$ cat src/rtl/rr_grant_encoder_pkg.sv
// Shared definitions for the round-robin grant encoder.
// - N_DEF / W_DEF : default requester count and encoded index width
// - arb_state_t   : FSM state (IDLE: no live grant, HOLD: grant waiting for ready)
package arb_pkg;

  localparam int N_DEF = 4;
  localparam int W_DEF = $clog2(N_DEF);

  typedef enum logic {
    IDLE = 1'b0,
    HOLD = 1'b1
  } arb_state_t;

endpackage

$ cat src/rtl/rr_grant_encoder_if.sv
// Request/grant bundle between the requesters/consumer and the arbiter.
// Signals:
//   en    : arbitration enable; when low no new grant is issued
//   req   : request lines, req[i]=1 means requester i wants the resource
//   ready : consumer accepts the current grant this cycle
//   valid : idx/grant hold a live grant
//   idx   : binary index of the granted requester
//   grant : one-hot of idx while valid, otherwise zero
// Handshake: a grant transfers on a rising edge where valid=1 and ready=1.
// While valid=1 and ready=0, idx/grant/valid are held stable. ready is
// ignored while valid=0.
// Modports: slave = arbiter side, master = requester/consumer side.
interface rr_grant_encoder_if #(
  parameter int N = arb_pkg::N_DEF,
  parameter int W = $clog2(N)
) ();

  logic         en;
  logic [N-1:0] req;
  logic         ready;
  logic         valid;
  logic [W-1:0] idx;
  logic [N-1:0] grant;

  modport master (
    output en, req, ready,
    input  valid, idx, grant
  );

  modport slave (
    input  en, req, ready,
    output valid, idx, grant
  );

endinterface

$ cat src/rtl/rr_grant_encoder_pick.sv
// Combinational round-robin pick.
// Ports:
//   req  : request lines
//   ptr  : highest-priority slot (must be < N)
//   pick : first index in order ptr, ptr+1, ..., ptr+N-1 (mod N) with req set
//   any  : at least one request is set (pick is 0 when any=0)
module rr_pick import arb_pkg::*; #(
  parameter int N = N_DEF,
  parameter int W = $clog2(N)
) (
  input  logic [N-1:0] req,
  input  logic [W-1:0] ptr,
  output logic [W-1:0] pick,
  output logic         any
);

  always_comb begin
    pick = '0;
    any  = 1'b0;
    // Walk from lowest to highest priority so the highest-priority hit is
    // written last. The wrap uses an explicit compare so non-power-of-2 N works.
    for (int k = N - 1; k >= 0; k--) begin
      int j;
      j = int'(ptr) + k;
      if (j >= N) j = j - N;
      if (req[j]) begin
        pick = W'(j);
        any  = 1'b1;
      end
    end
  end

endmodule

$ cat src/rtl/rr_grant_encoder.sv
// Round-robin arbiter with registered binary index and one-hot grant.
// Ports:
//   clk       : clock, all state updates on rising edge
//   reset_n   : synchronous active-low reset
//   bus       : request/grant bundle (slave side)
//   dbg_state : current FSM state
//   dbg_ptr   : round-robin pointer (highest-priority slot for next pick)
// The pointer moves only when a grant is accepted, to the slot after the
// accepted index, so a requester that keeps asking cannot starve the others.
module rr_grant_encoder import arb_pkg::*; #(
  parameter int N = N_DEF,
  parameter int W = $clog2(N)
) (
  input  logic         clk,
  input  logic         reset_n,
  rr_grant_encoder_if.slave bus,
  output arb_state_t   dbg_state,
  output logic [W-1:0] dbg_ptr
);

  arb_state_t   state_q, state_n;
  logic [W-1:0] ptr_q, ptr_n;
  logic [W-1:0] idx_q, idx_n;
  logic         valid_q, valid_n;
  logic [N-1:0] grant_q, grant_n;

  logic         accept;
  logic [W-1:0] ptr_after;
  logic [W-1:0] pick_ptr;
  logic [W-1:0] pick;
  logic         any;

  assign accept    = (state_q == HOLD) && bus.ready;
  assign ptr_after = (idx_q == W'(N - 1)) ? '0 : idx_q + W'(1);
  // On accept a back-to-back pick must already see the advanced pointer.
  assign pick_ptr  = accept ? ptr_after : ptr_q;

  rr_pick #(.N(N), .W(W)) u_pick (
    .req  (bus.req),
    .ptr  (pick_ptr),
    .pick (pick),
    .any  (any)
  );

  always_comb begin
    state_n = state_q;
    ptr_n   = ptr_q;
    idx_n   = idx_q;
    valid_n = valid_q;
    grant_n = '0;

    case (state_q)
      IDLE: begin
        if (bus.en && any) begin
          idx_n   = pick;
          valid_n = 1'b1;
          state_n = HOLD;
        end else begin
          valid_n = 1'b0;
        end
      end
      HOLD: begin
        if (accept) begin
          ptr_n = ptr_after;
          if (bus.en && any) begin
            idx_n   = pick;
            valid_n = 1'b1;
          end else begin
            valid_n = 1'b0;
            state_n = IDLE;
          end
        end
      end
      default: begin
        valid_n = 1'b0;
        state_n = IDLE;
      end
    endcase

    // Registered one-hot so grant is glitch-free relative to clk.
    for (int i = 0; i < N; i++) begin
      grant_n[i] = valid_n && (idx_n == W'(i));
    end
  end

  always_ff @(posedge clk) begin
    if (!reset_n) begin
      state_q <= IDLE;
      ptr_q   <= '0;
      idx_q   <= '0;
      valid_q <= 1'b0;
      grant_q <= '0;
    end else begin
      state_q <= state_n;
      ptr_q   <= ptr_n;
      idx_q   <= idx_n;
      valid_q <= valid_n;
      grant_q <= grant_n;
    end
  end

  assign bus.valid = valid_q;
  assign bus.idx   = idx_q;
  assign bus.grant = grant_q;
  assign dbg_state = state_q;
  assign dbg_ptr   = ptr_q;

endmodule

$ cat src/flat_wrapper.sv
// flat-port wrapper written by rule: the top's interface ports become plain ports
module rr_grant_encoder_flat import arb_pkg::*;
#(
  parameter int N = N_DEF,
  parameter int W = $clog2(N)
)
  (clk, reset_n, dbg_state, dbg_ptr, bus_en, bus_req, bus_ready, bus_valid, bus_idx, bus_grant);
  rr_grant_encoder_if #(.N(N), .W(W)) bus_i ();
  input  logic clk;
  input  logic reset_n;
  output arb_state_t dbg_state;
  output logic [W-1:0] dbg_ptr;
  input wire logic [$bits(bus_i.en)-1:0] bus_en;
  input wire logic [$bits(bus_i.req)-1:0] bus_req;
  input wire logic [$bits(bus_i.ready)-1:0] bus_ready;
  output wire logic [$bits(bus_i.valid)-1:0] bus_valid;
  output wire logic [$bits(bus_i.idx)-1:0] bus_idx;
  output wire logic [$bits(bus_i.grant)-1:0] bus_grant;
  assign bus_i.en = bus_en;
  assign bus_i.req = bus_req;
  assign bus_i.ready = bus_ready;
  assign bus_valid = bus_i.valid;
  assign bus_idx = bus_i.idx;
  assign bus_grant = bus_i.grant;
  rr_grant_encoder #(.N(N), .W(W)) u_core (.clk(clk), .reset_n(reset_n), .bus(bus_i), .dbg_state(dbg_state), .dbg_ptr(dbg_ptr));
endmodule
$ cat config.mk
export PLATFORM = sky130hd
export DESIGN_NAME = rr_grant_encoder_flat
export DESIGN_NICKNAME = d
export VERILOG_FILES = /design/src/rtl/rr_grant_encoder_pkg.sv /design/src/rtl/rr_grant_encoder_if.sv /design/src/rtl/rr_grant_encoder_pick.sv /design/src/rtl/rr_grant_encoder.sv /design/src/flat_wrapper.sv
export SDC_FILE = /design/constraint.sdc
export NUM_CORES = 1
export LEC_CHECK = 0
export ABC_AREA = 1
export ABC_CLOCK_PERIOD_IN_PS = 2100
export CORE_MARGIN = 2
export CORE_UTILIZATION = 40
export CTS_CLUSTER_DIAMETER = 120
export DETAILED_ROUTE_END_ITERATION = 8
export HOLD_SLACK_MARGIN = 0.05
export PLACE_DENSITY_LB_ADDON = 0.12
export SLEW_MARGIN = 20
export SYNTH_ARGS = -nofsm -noshare
export SYNTH_HDL_FRONTEND = slang
export SYNTH_SLANG_ARGS = --single-unit
export TNS_END_PERCENT = 20
$ cat constraint.sdc
create_clock -name clk -period 2.1 [get_ports clk]
set_clock_uncertainty 0.05 [all_clocks]
set_input_delay 0.42 -clock clk [delete_from_list [all_inputs] [get_ports clk]]
set_output_delay 0.42 -clock clk [all_outputs]
set_load 0.03 [all_outputs]
==> impl_metrics.csv <==
group,metric,value,unit
outcome,outcome,"complete, no violations",
worst_hold_path,min_path_type,"flip-flop to flip-flop",
place,place_area,1020,um2
logic_synthesis,ys_seq_area_frac,0.265,
routing,antenna_left,0,
sta,report.final.hold_viol_count,0,
sta,worst_slew_pin_slew,0.308,ns
finish,fillers,170,
setup_path,r2r-start,"u_core.bus.idx[1]$_SDFF_PN0_",
grt,grt_usage,0.167,
clock_tree,hold_buffers,0,
setup_path,cp_slowest_cell,"clkdlybuf4s50_1",
floorplan,num_rows,15,
setup_path,crit_family,"buffers and inverters",
clock_tree,numCtsBuffers,3,
clock_tree,clockBufferDepth,2,
power,p_leak,0.574,nW
floorplan,die-area,2250,um2
floorplan,pin_count,18,
setup_path,cp.arrival,1.48,ns
grt,antenna_found_initial,0,
logic_synthesis,synthDistinctLibCells,18,
clock_tree,worstSkewPairLatency,0.27,ns
setup_path,cp-startpoint,"u_core.bus.idx[0]$_SDFF_PN0_",
sta,setup_tns,0,ns
routing,drt_iter0_drc,12,
sta,setup_viol,0,
grt,grt_max_degree,12,
routing,wl,1670,um
setup_path,cp-end-kind,"primary output",
sta,max_freq,0.514,GHz
setup_path,path_class,"flip-flop to primary output",
sta,slew_headroom,0.794,
grt,grt_pass1_wl,2700,um
clock_tree,cts.sinks,10,
routing,firstDrtPassIters,4,
power,power_density,703,nW/um2
sta,slew_viol_final,0,
setup_path,crit_fanout,3,
routing,wire_per_inst,9.35,um
logic_synthesis,synthCells,124,
clock_tree,cts-root-buf,"clkbuf_4",
logic_synthesis,syn_area_per_cell,6.09,um2
routing,drcViolationCount,0,
setup_path,startpoint_type,"flip-flop",
setup_path,required,1.63,ns
grt,grt.overflow.total,0,
clock_tree,cts_tree,"done",
setup_path,slowest_delay,0.66,ns
routing,vias_per_cell,4.49,
floorplan,die_w,47.5,um
place,portBuffers,17,
logic_synthesis,ys_seq_elements,10,
finish,syn_to_final_growth,46.2,%
grt,first_global_vias,666,
sta,fin_crit_sh,0.926,
finish,final_area,1100,um2
finish,n_antenna_cell,0,
logic_synthesis,syn_area,756,um2
floorplan,start_util,0.433,
finish,layout-drive-gt1-share,0.247,
worst_hold_path,hp-start,"u_core.bus.valid$_SDFF_PN0_",
setup_path,crit_buf_inv,2,
logic_synthesis,ys_warn_count,0,
floorplan,core,1750,um2
finish,fin_nets,164,
finish,multiInputGateArea,524,um2
place,place.gp.congestion,0.879,
sta,hold_ws,0.504,ns
floorplan,dieHeight,47.5,um
sta,fin_crit,1.95,ns
clock_tree,clk_pin_slew,0.06,ns
finish,seqCellArea,200,um2
place,hpwlAfterDp,1330,um
setup_path,path_cells,"buf_4 > clkdlybuf4s50_1",
routing,vias,804,
power,ir_worst_vdd,481,uV
clock_tree,htree_levels,1,
logic_synthesis,syn_nets,133,
run,maxCapViolations,0,
## metal layers
layer | up-vias | global-route usage | routed length [um]
li1 | 445 | - | -
met1 | 342 | 0.250 | 812
met2 | 15 | 0.238 | 785
met3 | 2 | 0.0566 | 67
met4 | 0 | 0.0167 | 7
met5 | - | 0 | 0
## timing repair
| action | 4_1_cts | 5_1_grt |
|---|---|---|
| pin swaps | 1 | 0 |
| resized for setup | 4 | 6 |
| setup buffers | 0 | 0 |
| endpoints found under the setup margin | 4 | 7 |
## per-stage QoR
step                       util  total power (W)  setup slack, ns  std cells
final                     0.633         0.000777            0.155        179
after global routing      0.633         0.000832         -0.00940        179
after CTS                 0.618         0.000767         0.000140        179
after detailed placement  0.585         0.000579           -0.286        175
after global placement    0.585         0.000578           -0.277        175
after floorplan               -         0.000465           0.0922        124
## synth_stat cells (all sizes together)
cell / n / share of area
a21oi: 3 / 0.030
buf: 1 / 0.015
clkinv: 1 / 0.0066
dfxtp: 10 / 0.26
ha: 1 / 0.017
inv: 16 / 0.079
nand2: 55 / 0.33
nand3: 12 / 0.11
nor2: 21 / 0.11
o21ai: 4 / 0.031
## sequential cells by signal (all words and copies together), names as in the netlist
name	cells
u_core.bus.grant	4
u_core.bus.idx	2
u_core.dbg_ptr	2
u_core.bus.valid	1
u_core.dbg_state	1
## worst paths after layout
check                              endpoint  slack [ns]  cells past startpoint
min reg2reg     u_core.bus.valid$_SDFF_PN0_        0.50                      2
max reg2reg  u_core.bus.grant[1]$_SDFF_PN0_        0.18                     13
min             u_core.bus.valid$_SDFF_PN0_        0.50                      2
max                              bus_idx[0]        0.15                      2
## layout make-up
type / instances / area share
Sequential cell: 10 / 0.181
Multi-Input combinational cell: 96 / 0.475
Timing Repair Buffer: 27 / 0.224
Tap cell: 25 / 0.0283
Clock buffer: 4 / 0.0328
Inverter: 17 / 0.0589
## power breakdown
part	switching (W)	internal, W	leakage (nW)
clock	0.0000667	0.000105	0.0210
combinational	0.000224	0.000158	0.470
sequential	0.0000138	0.000208	0.0822
total	0.000305	0.000472	0.574
## logic make-up (layout without fill, tap and decap cells)
kind of cell,count (synthesis),in the layout,share of synthesized area
flip-flops,10,10,0.265
buffers and inverters,18,48,0.101
adder cells (fa/ha/maj),1,1,0.0166
AO/OA/AOI/OAI,7,7,0.0613
AND/OR/NAND/NOR,88,88,0.556
## worst reg2reg max path: stages (launching register included)
cell and delay, ns:
dfxtp_1 0.34, ha_4 0.30, nand3_1 0.11, nand2_2 0.12
nand2_1 0.07, nand2_1 0.11, nand2_1 0.08, nand2_2 0.10
nand3_4 0.09, nand3_4 0.10, nand2_1 0.07, o21ai_1 0.12
nand2_1 0.10, nor2_1 0.09
## placed cells by master, fill, tap and decap left out, types with 2 or more instances in the layout
| cell type | instances |
|---|---|
| nand3_1 | 10 |
| inv_1 | 15 |
| nand2_2 | 8 |
| nand2_4 | 3 |
| nor2_1 | 18 |
| dfxtp_1 | 10 |
| nor2_2 | 2 |
| buf_4 | 10 |
| clkdlybuf4s50_1 | 16 |
| nand2_1 | 43 |
| nand3_4 | 2 |
| clkbuf_4 | 3 |
| a21oi_2 | 2 |
Power figures use the tool's default switching activity.
